## src/rtl/clk_div_prog_if.sv

```systemverilog
// Control/status bundle for the programmable clock divider: enable, divisor
// load handshake, and the divided outputs.
interface clk_div_prog_if #(
   parameter int CNT_W = 16
);
   logic             en;
   logic [CNT_W-1:0] div_in;
   logic             div_load;
   logic             div_ack;
   logic             div_err;
   logic [CNT_W-1:0] div_cur;
   logic             tick;
   logic             out_clk;

   modport master (
      output en, div_in, div_load,
      input  div_ack, div_err, div_cur, tick, out_clk
   );

   modport slave (
      input  en, div_in, div_load,
      output div_ack, div_err, div_cur, tick, out_clk
   );
endinterface

```

## src/rtl/clk_div_prog.sv

```systemverilog
// Run-time programmable clock divider: one-cycle tick plus near-50% out_clk at
// f_clk/D, with new divisors applied only on period boundaries.
module clk_div_prog #(
   parameter int CNT_W   = 16,
   parameter int DEF_DIV = 20
) (
   input logic           clk,
   input logic           rst,
   clk_div_prog_if.slave bus
);

   localparam logic [CNT_W-1:0] DEF_D = CNT_W'(DEF_DIV);

   if ((DEF_DIV < 1) || (DEF_DIV > ((1 << CNT_W) - 1))) begin : g_def_div_chk
      $error("clk_div_prog: DEF_DIV out of range 1..2^CNT_W-1");
   end

   // phase holds the phase entered on the next enabled edge
   logic [CNT_W-1:0] phase;
   logic [CNT_W-1:0] phase_nxt;
   logic [CNT_W-1:0] div_cur_p1;
   logic [CNT_W-1:0] pend;
   logic             pend_vld;
   logic [CNT_W-1:0] d_eff;
   logic [CNT_W-1:0] h_eff;
   logic             load_ok;
   logic             apply;
   logic             tick_p1;
   logic             out_clk_p1;
   logic             ack_p1;
   logic             err_p1;

   function automatic logic [CNT_W-1:0] half_up(input logic [CNT_W-1:0] d);
      half_up = d - (d >> 1);
   endfunction

   always_comb begin
      load_ok   = bus.div_load && (bus.div_in != '0);
      // A pending divisor takes over exactly when phase 0 is entered
      apply     = bus.en && pend_vld && (phase == '0);
      d_eff     = apply ? pend : div_cur_p1;
      h_eff     = half_up(d_eff);
      phase_nxt = (phase == (d_eff - CNT_W'(1))) ? '0 : (phase + CNT_W'(1));
   end

   // ---- stage p1: registered outputs for the phase being entered ----
   always_ff @(posedge clk) begin
      if (rst) begin
         phase      <= '0;
         div_cur_p1 <= DEF_D;
         pend_vld   <= 1'b0;
         tick_p1    <= 1'b0;
         out_clk_p1 <= 1'b0;
         ack_p1     <= 1'b0;
         err_p1     <= 1'b0;
      end else begin
         ack_p1  <= apply;
         err_p1  <= bus.div_load && (bus.div_in == '0);
         tick_p1 <= 1'b0;
         if (bus.en) begin
            phase      <= phase_nxt;
            tick_p1    <= (phase == '0);
            out_clk_p1 <= (phase < h_eff);
         end
         if (apply) begin
            div_cur_p1 <= pend;
         end
         // A load on the applying edge stays pending for the following boundary
         if (load_ok) begin
            pend_vld <= 1'b1;
         end else if (apply) begin
            pend_vld <= 1'b0;
         end
      end
   end

   always_ff @(posedge clk) begin
      if (load_ok) begin
         pend <= bus.div_in;
      end
   end

   assign bus.tick    = tick_p1;
   assign bus.out_clk = out_clk_p1;
   assign bus.div_ack = ack_p1;
   assign bus.div_err = err_p1;
   assign bus.div_cur = div_cur_p1;

endmodule
```

## src/flat_wrapper.sv

```systemverilog
// flat-port wrapper written by rule: the top's interface ports become plain ports
module clk_div_prog_flat 
#(
   parameter int CNT_W   = 16,
   parameter int DEF_DIV = 20
)
  (clk, rst, bus_en, bus_div_in, bus_div_load, bus_div_ack, bus_div_err, bus_div_cur, bus_tick, bus_out_clk);
  clk_div_prog_if #(.CNT_W(CNT_W)) bus_i ();
  input logic clk;
  input logic rst;
  input wire logic [$bits(bus_i.en)-1:0] bus_en;
  input wire logic [$bits(bus_i.div_in)-1:0] bus_div_in;
  input wire logic [$bits(bus_i.div_load)-1:0] bus_div_load;
  output wire logic [$bits(bus_i.div_ack)-1:0] bus_div_ack;
  output wire logic [$bits(bus_i.div_err)-1:0] bus_div_err;
  output wire logic [$bits(bus_i.div_cur)-1:0] bus_div_cur;
  output wire logic [$bits(bus_i.tick)-1:0] bus_tick;
  output wire logic [$bits(bus_i.out_clk)-1:0] bus_out_clk;
  assign bus_i.en = bus_en;
  assign bus_i.div_in = bus_div_in;
  assign bus_i.div_load = bus_div_load;
  assign bus_div_ack = bus_i.div_ack;
  assign bus_div_err = bus_i.div_err;
  assign bus_div_cur = bus_i.div_cur;
  assign bus_tick = bus_i.tick;
  assign bus_out_clk = bus_i.out_clk;
  clk_div_prog #(.CNT_W(CNT_W), .DEF_DIV(DEF_DIV)) u_core (.clk(clk), .rst(rst), .bus(bus_i));
endmodule
```

## config.mk

```make
export PLATFORM = sky130hd
export DESIGN_NAME = clk_div_prog_flat
export DESIGN_NICKNAME = d
export VERILOG_FILES = /design/src/rtl/clk_div_prog_if.sv /design/src/rtl/clk_div_prog.sv /design/src/flat_wrapper.sv
export SDC_FILE = /design/constraint.sdc
export NUM_CORES = 1
export LEC_CHECK = 0
export ABC_AREA = 1
export BUFFER_PORTS_ARGS = -buffer_cell sky130_fd_sc_hd__buf_2
export CORE_AREA = 2 2 93 95
export CTS_CLUSTER_DIAMETER = 60
export DETAILED_ROUTE_END_ITERATION = 8
export DIE_AREA = 0 0 95 97
export PLACE_DENSITY = 0.83
export SLEW_MARGIN = 20
export SYNTH_ARGS = -nofsm -noshare
export SYNTH_HDL_FRONTEND = slang
export SYNTH_SLANG_ARGS = --single-unit
export TNS_END_PERCENT = 100
```

## constraint.sdc

```tcl
create_clock -name clk -period 10.7 [get_ports clk]
set_input_delay 0 -clock clk [delete_from_list [all_inputs] [get_ports clk]]
set_output_delay 0 -clock clk [all_outputs]
set_load 0.02 [all_outputs]
```

==> results_dict.tcl <==
set metrics [dict create \
    cts_tree "yes" \
    fin_worst_skew_ns 0.0115 \
    status "finished clean" \
    slowest_delay_ns 0.42 \
    synth_top_area_share_pct 17.3 \
    crit_chain "inv_1, ha_1, nand2_1, nor2_4, nand3_4, clkinv_2, or2_2, o21ai_0, inv_1, ha_1, fa_1, nor2_1, nor2_1, o21bai_1, a21o_1, a21oi_1, o21ai_0, a21oi_1, o21ai_0, xor2_1, ha_1, a21oi_1, o21ai_0, o41ai_1" \
    cp_common_cell "o21ai_0" \
    area_growth_pct 13.0 \
    yosysSeqAreaShare_pct 28.5 \
    final_cells 763 \
    async_flop_share_pct 0 \
    critPathCaptureType "register" \
    cts_buffers 5 \
    layout.nets 728 \
    drt_iter0_drc 275 \
    critPathRequiredTime_ns 10.93 \
    syn_area_per_cell_um2 7.15 \
    leakagePower_uw 0.00243 \
    ys.flop_type "dfxtp_1" \
    drt_pre_antenna_iters 7 \
    dp.cells 738 \
    hold_viol 0 \
    timing.fmax_ghz 0.202 \
    antenna_found_initial 0 \
    post_drt_wl_per_cell_um 15.9 \
    gp_congestion 0.943 \
    cts.sinks 53 \
    route.detailed.drc 0 \
    diodes 0 \
    initial_utilization_pct 52.7 \
    relSlewSlack_pct 57.2 \
    finalWirelength_um 12100 \
    io_buffers 39 \
    syn_inst 600 \
    synth_area_leaders "dfxtp_1, ha_1, nand2_1" \
    clockBufferDepth 2 \
    path_max_fanout 17 \
    drive_gt1_share_pct 13.8 \
    critPathLaunchType "register" \
    synth_common_cells "nand2_1, inv_1, nor2_1, ha_1" \
    die_y_um 97 \
    row_count 33 \
    maxCapViolCount 0 \
    yosysWarnings 0 \
    dieArea_mm2 0.00922 \
    worstMarginPinSlew_ns 0.635 \
    finalCritPeriodShare_pct 46.2 \
    synth_area_leader_cell "dfxtp_1" \
    cts_max_level 2 \
    postRouteAntennaNets 0 \
    rsz0062_at_grt "false" \
    vdd_drop_max_mv 0.0903 \
    dr_total_vias 4122 \
    synth.distinct_cells 43 \
    worstSetupPathType "reg -> reg" \
    syn_area_mm2 0.00429 \
    power_density_mw_per_mm2 132 \
    grt_pass1_vias 3861 \
    synth_most_common_cell "nand2_1" \
    critPathSlowestCell "dfxtp_1" \
    clk_latency_ns 0.32 \
    grt_pass1_wl_um 19600 \
    power.total_uw 637 \
    grt_usage_pct 27.3 \
    cts_root_buf "clkbuf_8" \
    cp.arrival_ns 5.17 \
    drv_slew 0 \
    setup_violations 0 \
    vias_per_cell 5.40 \
    clk_pin_slew_worst_paths_ns 0.12 \
    syn_nets 671 \
    core_area_mm2 0.00813 \
    dp_hpwl_um 9210 \
    synth_edf_count 16 \
    yosys_register_bits 53 \
    min_path_type "in -> reg" \
    grt_start_max_net_pins 22 \
    pin_count 40 \
    grt_overflow 0 \
    die_width_um 95 \
    tns_ns 0 \
    period_needed_ns 4.94 \
]
sequential cells by signal (all words and copies together) (netlist names):
name                cells
u_core.pend            16
u_core.bus.div_ack      1
u_core.bus.out_clk      1
u_core.phase           16
u_core.pend_vld         1
u_core.bus.div_err      1
u_core.bus.div_cur     16
u_core.bus.tick         1
final timing paths:
check                          start                    end  slack [ns]  cells past startpoint
setup / recovery     u_core.phase[0]     u_core.bus.out_clk        5.76                     24
hold reg to reg   u_core.bus.out_clk     u_core.bus.out_clk        0.50                      2
hold / removal                   rst  u_core.bus.div_cur[5]        0.12                      2
setup reg to reg     u_core.phase[0]     u_core.bus.out_clk        5.76                     24
what timing repair did:
action                    CTS  global route
hold buffers               17             0
hold endpoints to repair   17             0
buffers inserted            0             0
gates resized for setup     0             0
per-stage QoR:
stage	utilization (%)	hold slack (ns)	cell area, um2	worst slack (ns)
2_1_floorplan	-	0.0832	4290	6.53
3_3_place_gp	56.1	0.192	4560	5.97
3_5_place_dp	56.1	0.193	4560	5.81
4_1_cts	59.6	0.116	4850	5.78
5_1_grt	59.6	0.117	4850	5.26
6_report	59.6	0.121	4850	5.76
power breakdown:
part	total (uW)	switching [uW]	internal [uW]
Sequential	223	5.51	217
Combinational	265	169	96.3
Clock	149	77.8	71.7
final cells by class:
class / instances / area, um2
Inverter: 104 / 392
Clock inverter: 3 / 47.5
Timing Repair Buffer: 57 / 373
Multi-Input combinational cell: 436 / 2610
Sequential cell: 53 / 1220
Clock buffer: 5 / 68.8
Fill cell: 765 / 3290
Tap cell: 105 / 131
cell families after synthesis:
kind of cell | count (synthesis) | synth area share [%]
compound gates | 59 | 7.73
flops | 53 | 28.5
fa+ha+maj | 51 | 15.1
simple gates | 297 | 32.2
xor+xnor | 29 | 5.92
buf+inv | 111 | 10.6
cells in the final DEF (no fill, tap or decap), types with 11 or more instances in the layout:
master,n
nor3_1,12
nand3_1,37
o21ai_0,17
ha_1,50
a21oi_1,27
nand4_1,12
inv_1,99
buf_2,39
nand2_1,133
dlygate4sd3_1,17
nand2_2,11
edfxtp_1,16
nor2_2,13
xor2_1,26
dfxtp_1,37
nor2_1,57
critical path: cells and delay by family (launching register included):
kind | cells | cell delay [ns]
AOI/OAI and AO/OA | 10 | 1.96
buffers and inverters | 3 | 0.41
xor gates and xnor gates | 1 | 0.10
and+or+nand+nor | 6 | 0.87
DFF | 1 | 0.42
adders and majority gates | 4 | 1.08
per-layer routing:
metal  global-route usage [%]  wire length [um]
met1                     35.9              5130
met2                     46.7              5970
met3                     4.05               784
met4                     6.24               255
met5                        0                 0
Note: power is estimated with default switching activity, not from simulation.
